**config.mk**
```make
export PLATFORM = sky130hd
export DESIGN_NAME = spike_event_fifo
export DESIGN_NICKNAME = d
export VERILOG_FILES = /design/src/rtl/spike_event_fifo.sv
export SDC_FILE = /design/constraint.sdc
export NUM_CORES = 1
export LEC_CHECK = 0
export BUFFER_PORTS_ARGS = -buffer_cell sky130_fd_sc_hd__buf_2
export CORE_MARGIN = 4
export CORE_UTILIZATION = 55
export DETAILED_ROUTE_END_ITERATION = 7
export GPL_ROUTABILITY_DRIVEN = 1
export PLACE_DENSITY = 0.76
export SLEW_MARGIN = 10
export SYNTH_ARGS = -nofsm -noshare
export SYNTH_HDL_FRONTEND = slang
export SYNTH_SLANG_ARGS = --single-unit
export TNS_END_PERCENT = 5
```
**constraint.sdc**
```tcl
create_clock -name clk -period 2.4 [get_ports clk]
set_input_delay 0.24 -clock clk [delete_from_list [all_inputs] [get_ports clk]]
set_output_delay 0.24 -clock clk [all_outputs]
set_load 0.02 [all_outputs]
```
**src/rtl/spike_event_fifo.sv**
```systemverilog
// spike_event_fifo
// Turns rising edges on a layer's spike outputs into {index, timestamp}
// events and queues them in a synchronous FIFO with a valid/ready drain.
// Spikes that arrive while the FIFO is full wait in a per-neuron pending
// mask. A second edge on an already-pending neuron is a lost spike and
// sets the sticky overflow flag.
// Optional feature macro: SPIKE_FIFO_DROP_COUNT_EN adds an 8-bit
// saturating drop_count output.
module spike_event_fifo #(
  parameter int N     = 8,
  parameter int DEPTH = 8,
  parameter int TS_W  = 8,
  localparam int IDX_W = (N > 1) ? $clog2(N) : 1,
  localparam int AW    = $clog2(DEPTH),
  localparam int CW    = AW + 1,
  localparam int EW    = IDX_W + TS_W
) (
  input  logic          clk,
  input  logic          rst_n,
  input  logic          enable,
  input  logic          delay_clk,
  input  logic [N-1:0]  spike_in,
  output logic [EW-1:0] event_data,
  output logic          event_valid,
  input  logic          event_ready,
  output logic [CW-1:0] fifo_count,
  output logic          overflow,
  input  logic          clear_overflow
`ifdef SPIKE_FIFO_DROP_COUNT_EN
  ,
  output logic [7:0]    drop_count
`endif
);

  logic [EW-1:0]    r_mem [DEPTH];
  logic [AW-1:0]    r_wp;
  logic [AW-1:0]    r_rp;
  logic [CW-1:0]    r_count;
  logic [N-1:0]     r_pending;
  logic [N-1:0]     r_spike_prev;
  logic             r_dclk_prev;
  logic [TS_W-1:0]  r_ts;
  logic             r_overflow;

  logic [N-1:0]     w_edge;
  logic [N-1:0]     w_cand;
  logic [N-1:0]     w_onehot;
  logic [N-1:0]     w_lost;
  logic [IDX_W-1:0] w_sel;
  logic             w_found;
  logic             w_valid;
  logic             w_full;
  logic             w_pop;
  logic             w_push;
  logic             w_ts_inc;

  assign w_edge   = spike_in & ~r_spike_prev & {N{enable}};
  assign w_cand   = r_pending | w_edge;
  assign w_valid  = (r_count != '0);
  assign w_full   = (r_count == CW'(DEPTH));
  assign w_pop    = w_valid & event_ready;
  assign w_push   = w_found & (~w_full | w_pop);
  assign w_onehot = w_push ? (N'(1) << w_sel) : '0;
  assign w_lost   = w_edge & r_pending & ~w_onehot;
  assign w_ts_inc = enable & delay_clk & ~r_dclk_prev;

  assign event_data  = r_mem[r_rp];
  assign event_valid = w_valid;
  assign fifo_count  = r_count;
  assign overflow    = r_overflow;

  // Fixed-priority arbiter: lowest set candidate index wins.
  always_comb begin
    w_sel   = '0;
    w_found = 1'b0;
    for (int unsigned i = 0; i < N; i++) begin
      if (w_cand[i] && !w_found) begin
        w_sel   = IDX_W'(i);
        w_found = 1'b1;
      end
    end
  end

  // Edge history and time-step counter; history tracks even while disabled.
  always_ff @(posedge clk or negedge rst_n) begin
    if (!rst_n) begin
      r_spike_prev <= '0;
      r_dclk_prev  <= 1'b0;
      r_ts         <= '0;
    end else begin
      r_spike_prev <= spike_in;
      r_dclk_prev  <= delay_clk;
      if (w_ts_inc) r_ts <= r_ts + 1'b1;
    end
  end

  // Pending mask: candidates not pushed this cycle stay held (merged).
  always_ff @(posedge clk or negedge rst_n) begin
    if (!rst_n) r_pending <= '0;
    else        r_pending <= w_cand & ~w_onehot;
  end

  // FIFO storage, pointers and occupancy; push uses pre-increment timestamp.
  always_ff @(posedge clk or negedge rst_n) begin
    if (!rst_n) begin
      for (int unsigned i = 0; i < DEPTH; i++) r_mem[i] <= '0;
      r_wp    <= '0;
      r_rp    <= '0;
      r_count <= '0;
    end else begin
      if (w_push) begin
        r_mem[r_wp] <= {w_sel, r_ts};
        r_wp        <= r_wp + 1'b1;
      end
      if (w_pop) r_rp <= r_rp + 1'b1;
      unique case ({w_push, w_pop})
        2'b10:   r_count <= r_count + 1'b1;
        2'b01:   r_count <= r_count - 1'b1;
        default: r_count <= r_count;
      endcase
    end
  end

  // Sticky loss flag; a loss in the same cycle as a clear keeps it set.
  always_ff @(posedge clk or negedge rst_n) begin
    if (!rst_n)                r_overflow <= 1'b0;
    else if (|w_lost)          r_overflow <= 1'b1;
    else if (clear_overflow)   r_overflow <= 1'b0;
  end

`ifdef SPIKE_FIFO_DROP_COUNT_EN
  logic [7:0]  r_drop;
  logic [31:0] w_drop_sum;

  // Clear first, then add this cycle's losses, saturating at 255.
  always_comb begin
    w_drop_sum = (clear_overflow ? 32'd0 : {24'd0, r_drop})
               + 32'($countones(w_lost));
  end

  // Saturating drop counter.
  always_ff @(posedge clk or negedge rst_n) begin
    if (!rst_n)                 r_drop <= '0;
    else if (w_drop_sum > 32'd255) r_drop <= 8'd255;
    else                        r_drop <= w_drop_sum[7:0];
  end

  assign drop_count = r_drop;
`endif

endmodule

```
==> flow_summary.yaml <==
status:
  status: "complete, no violations"
setup_path:
  required_ns: 2.16
  crit_type: "flip-flop to primary output"
  worst_path_max_delay_cell: "mux4_2"
  cp_slowest_stage_delay_ns: 0.52
  cp_num_buf_inv: 2
  path_delay_family: "multiplexers"
  crit_arrival_ns: 2.09
  crit_path_end_kind: "primary output"
  crit_chain: "buf_12, mux4_2, mux2_2, buf_2"
  cp_max_fo: 16
  crit_path_start_kind: "flip-flop"
final_layout:
  drive_above_1_share: 0.486
  final_util: 0.681
  area_growth_pct: 20.8
  nets: 494
  fillers: 695
  n_antenna_cell: 0
sta:
  setup_viol: 0
  relSlewSlack: 0.548
  hold_violations: 0
  fin_tns_setup_ns: 0
  min_period_ns: 2.33
  finalCritPeriodShare: 0.971
  rsz0062_at_grt: "true"
  max_freq_ghz: 0.429
  drv_slew: 0
  finClkSkew_ns: 0.00696
  hold_ws_ns: 0.0368
  worstMarginPinSlew_ns: 0.678
global_routing:
  grt_first_pass_wirelength_um: 20500
  antenna_found_initial: 0
  grtUsageTotal: 0.214
  grt_pass1_vias: 3870
  grt_max_degree: 51
  grt_overflow: 0
synth:
  synth.area.top_cells: "dfrtp_1 (53%), mux2_2 (15%), mux4_2 (8.5%), mux2_4 (4.1%), xnor2_1 (1.5%)"
  synth_top_area_frac: 0.534
  yosys.area.top_type: "dfrtp_1"
  syn_area_um2: 5810
  synthFlopType: "dfrtp_1"
  synthCells: 400
  yosys_warnings: 0
  synth_seq_cells: 124
  synth.distinct_cells: 50
  synth.avg_cell_area_um2: 14.5
  async_flop_share: 1.00
  synth-edff-count: 0
  synth_nets: 420
  seq_area_frac_synth: 0.534
floorplanning:
  die_y_um: 111
  io_pins: 31
  die_area_um2: 12300
  start_util: 0.563
  core_area_um2: 10300
  dieWidth_um: 111
  num_rows: 37
job:
  maxCapViolCount: 0
detailed_routing:
  wl_um: 12300
  ant_nets: 0
  via_per_inst: 5.70
  drc: 0
  drtIter0Drc: 204
  dr.pass1.iters: 4
  vias: 3544
  wl_per_cell_um: 19.8
clocking:
  clk_path_buf_depth: 2
  cts-root-buf: "clkbuf_8"
  htree_levels: 4
  clk_pin_slew_worst_paths_ns: 0.05
  cts_buffers: 17
  cts.sinks: 124
  cts_tree: "yes"
  clock_latency_ns: 0.52
place:
  io_buffer_count: 30
  place_congestion: 0.858
  hpwl_um: 8080
hold_path:
  hold_path.class: "input pin to flip-flop"
power:
  max-vdd-ir-drop_v: 0.000853
  p_leak_nw: 3.24
  powerDensity_nw_per_um2: 1350
==> Yosys cell counts (all sizes together) (2+ instances only) <==
cell,n
a211oi,2
a21boi,2
a21oi,11
and3b,9
and4,2
and4b,3
buf,15
clkbuf,9
dfrtp,124
ha,5
inv,4
mux2,95
mux2i,2
mux4,22
nand2,20
nand2b,2
nand3,6
nand3b,3
nand4,3
nor2,19
nor3b,3
nor4,4
o21ai,5
xnor2,10
xor2,4
==> cells in the final DEF, fill, tap and decap left out, drive strengths merged, types with 2 or more instances in the layout <==
cell type / instances
dfrtp: 124
mux2: 95
buf: 69
clkbuf: 23
mux4: 22
nand2: 20
nor2: 19
a21oi: 11
xnor2: 10
dlygate4sd3: 10
and3b: 9
nand3: 6
clkinv: 6
o21ai: 5
ha: 5
nor4: 4
xor2: 4
inv: 4
nand3b: 3
nand4: 3
nor3b: 3
and4b: 3
a211oi: 2
and4: 2
mux2i: 2
nand2b: 2
a21boi: 2
==> final timing paths <==
path	start	end	slack [ns]	depth (start not counted)
max in group asynchronous	rst_n	r_mem[25]	1.40	3
hold reg to reg	r_mem[85]	r_mem[85]	0.49	2
setup reg to reg	r_spike_prev[2]	fifo_count[3]	0.07	10
min in group asynchronous	rst_n	r_spike_prev[3]	0.27	2
setup / recovery	r_rp[0]	event_data[9]	0.07	4
hold / removal	event_ready	r_rp[2]	0.04	3
==> flip-flops by register name, indices dropped and copies added, names as in the netlist <==
name / flops
fifo_count: 4
r_dclk_prev: 1
r_spike_prev: 8
r_pending: 8
r_ts: 8
r_rp: 3
r_mem: 88
r_wp: 3
overflow: 1
==> worst reg2reg max path, cell delays in order, from the launching register on <==
cell	delay, ns
dfrtp_1	0.31
and3b_2	0.23
nor4_4	0.27
nand2_1	0.12
or3_4	0.40
inv_4	0.08
ha_4	0.19
a21o_1	0.16
a21oi_2	0.14
mux2i_1	0.22
xor2_1	0.15
==> through the flow <==
stage,power [mW],area (um^2),cells,worst slack (ns)
detailed placement,7.10,6310,579,-0.110
floorplan,5.97,5830,400,0.0176
CTS,9.49,6950,620,-0.00805
global placement,6.95,6310,579,-0.00487
global route,10.0,7030,622,-0.0637
finish,9.51,7030,622,0.0695
==> where the power goes <==
group          leakage [nW]  switching, mW  internal, mW
logic                  1.41           1.74          2.04
registers              1.57          0.632          2.80
clock network         0.267          0.867          1.44
==> cell type report <==
cell class / instances / area, um^2 / share of cell area
Timing Repair Buffer: 79 / 577 / 0.0821
Inverter: 4 / 17.5 / 0.00249
Clock buffer: 23 / 467 / 0.0664
Multi-Input combinational cell: 248 / 2620 / 0.373
Tap cell: 136 / 170 / 0.0242
Sequential cell: 124 / 3110 / 0.442
Clock inverter: 8 / 67.6 / 0.00962
==> logic make-up (layout without fill, tap and decap cells) <==
family | count (synthesis) | count (layout) | synth area share
fa+ha+maj | 6 | 6 | 0.0142
flops | 124 | 124 | 0.534
simple gates | 80 | 80 | 0.0900
mux | 119 | 119 | 0.283
xor+xnor | 14 | 14 | 0.0211
buf+inv | 28 | 114 | 0.0245
compound gates | 29 | 29 | 0.0336
==> layer usage <==
| metal | vias up | track usage | wire [um] |
|---|---|---|---|
| li1 | 1614 | - | - |
| met1 | 1845 | 0.291 | 5550 |
| met2 | 67 | 0.341 | 6090 |
| met3 | 18 | 0.0508 | 450 |
| met4 | 0 | 0.0764 | 204 |
| met5 | - | 0 | 0 |
==> timing repair <==
| item | in CTS | in global routing |
|---|---|---|
| hold buffers | 10 | 0 |
| resized for setup | 3 | 13 |
| pin swaps | 0 | 9 |
| endpoints found under the hold margin | 56 | 0 |
| endpoints found under the setup margin | 9 | 13 |
| setup buffers | 0 | 3 |
(Power assumes the default switching activity.)
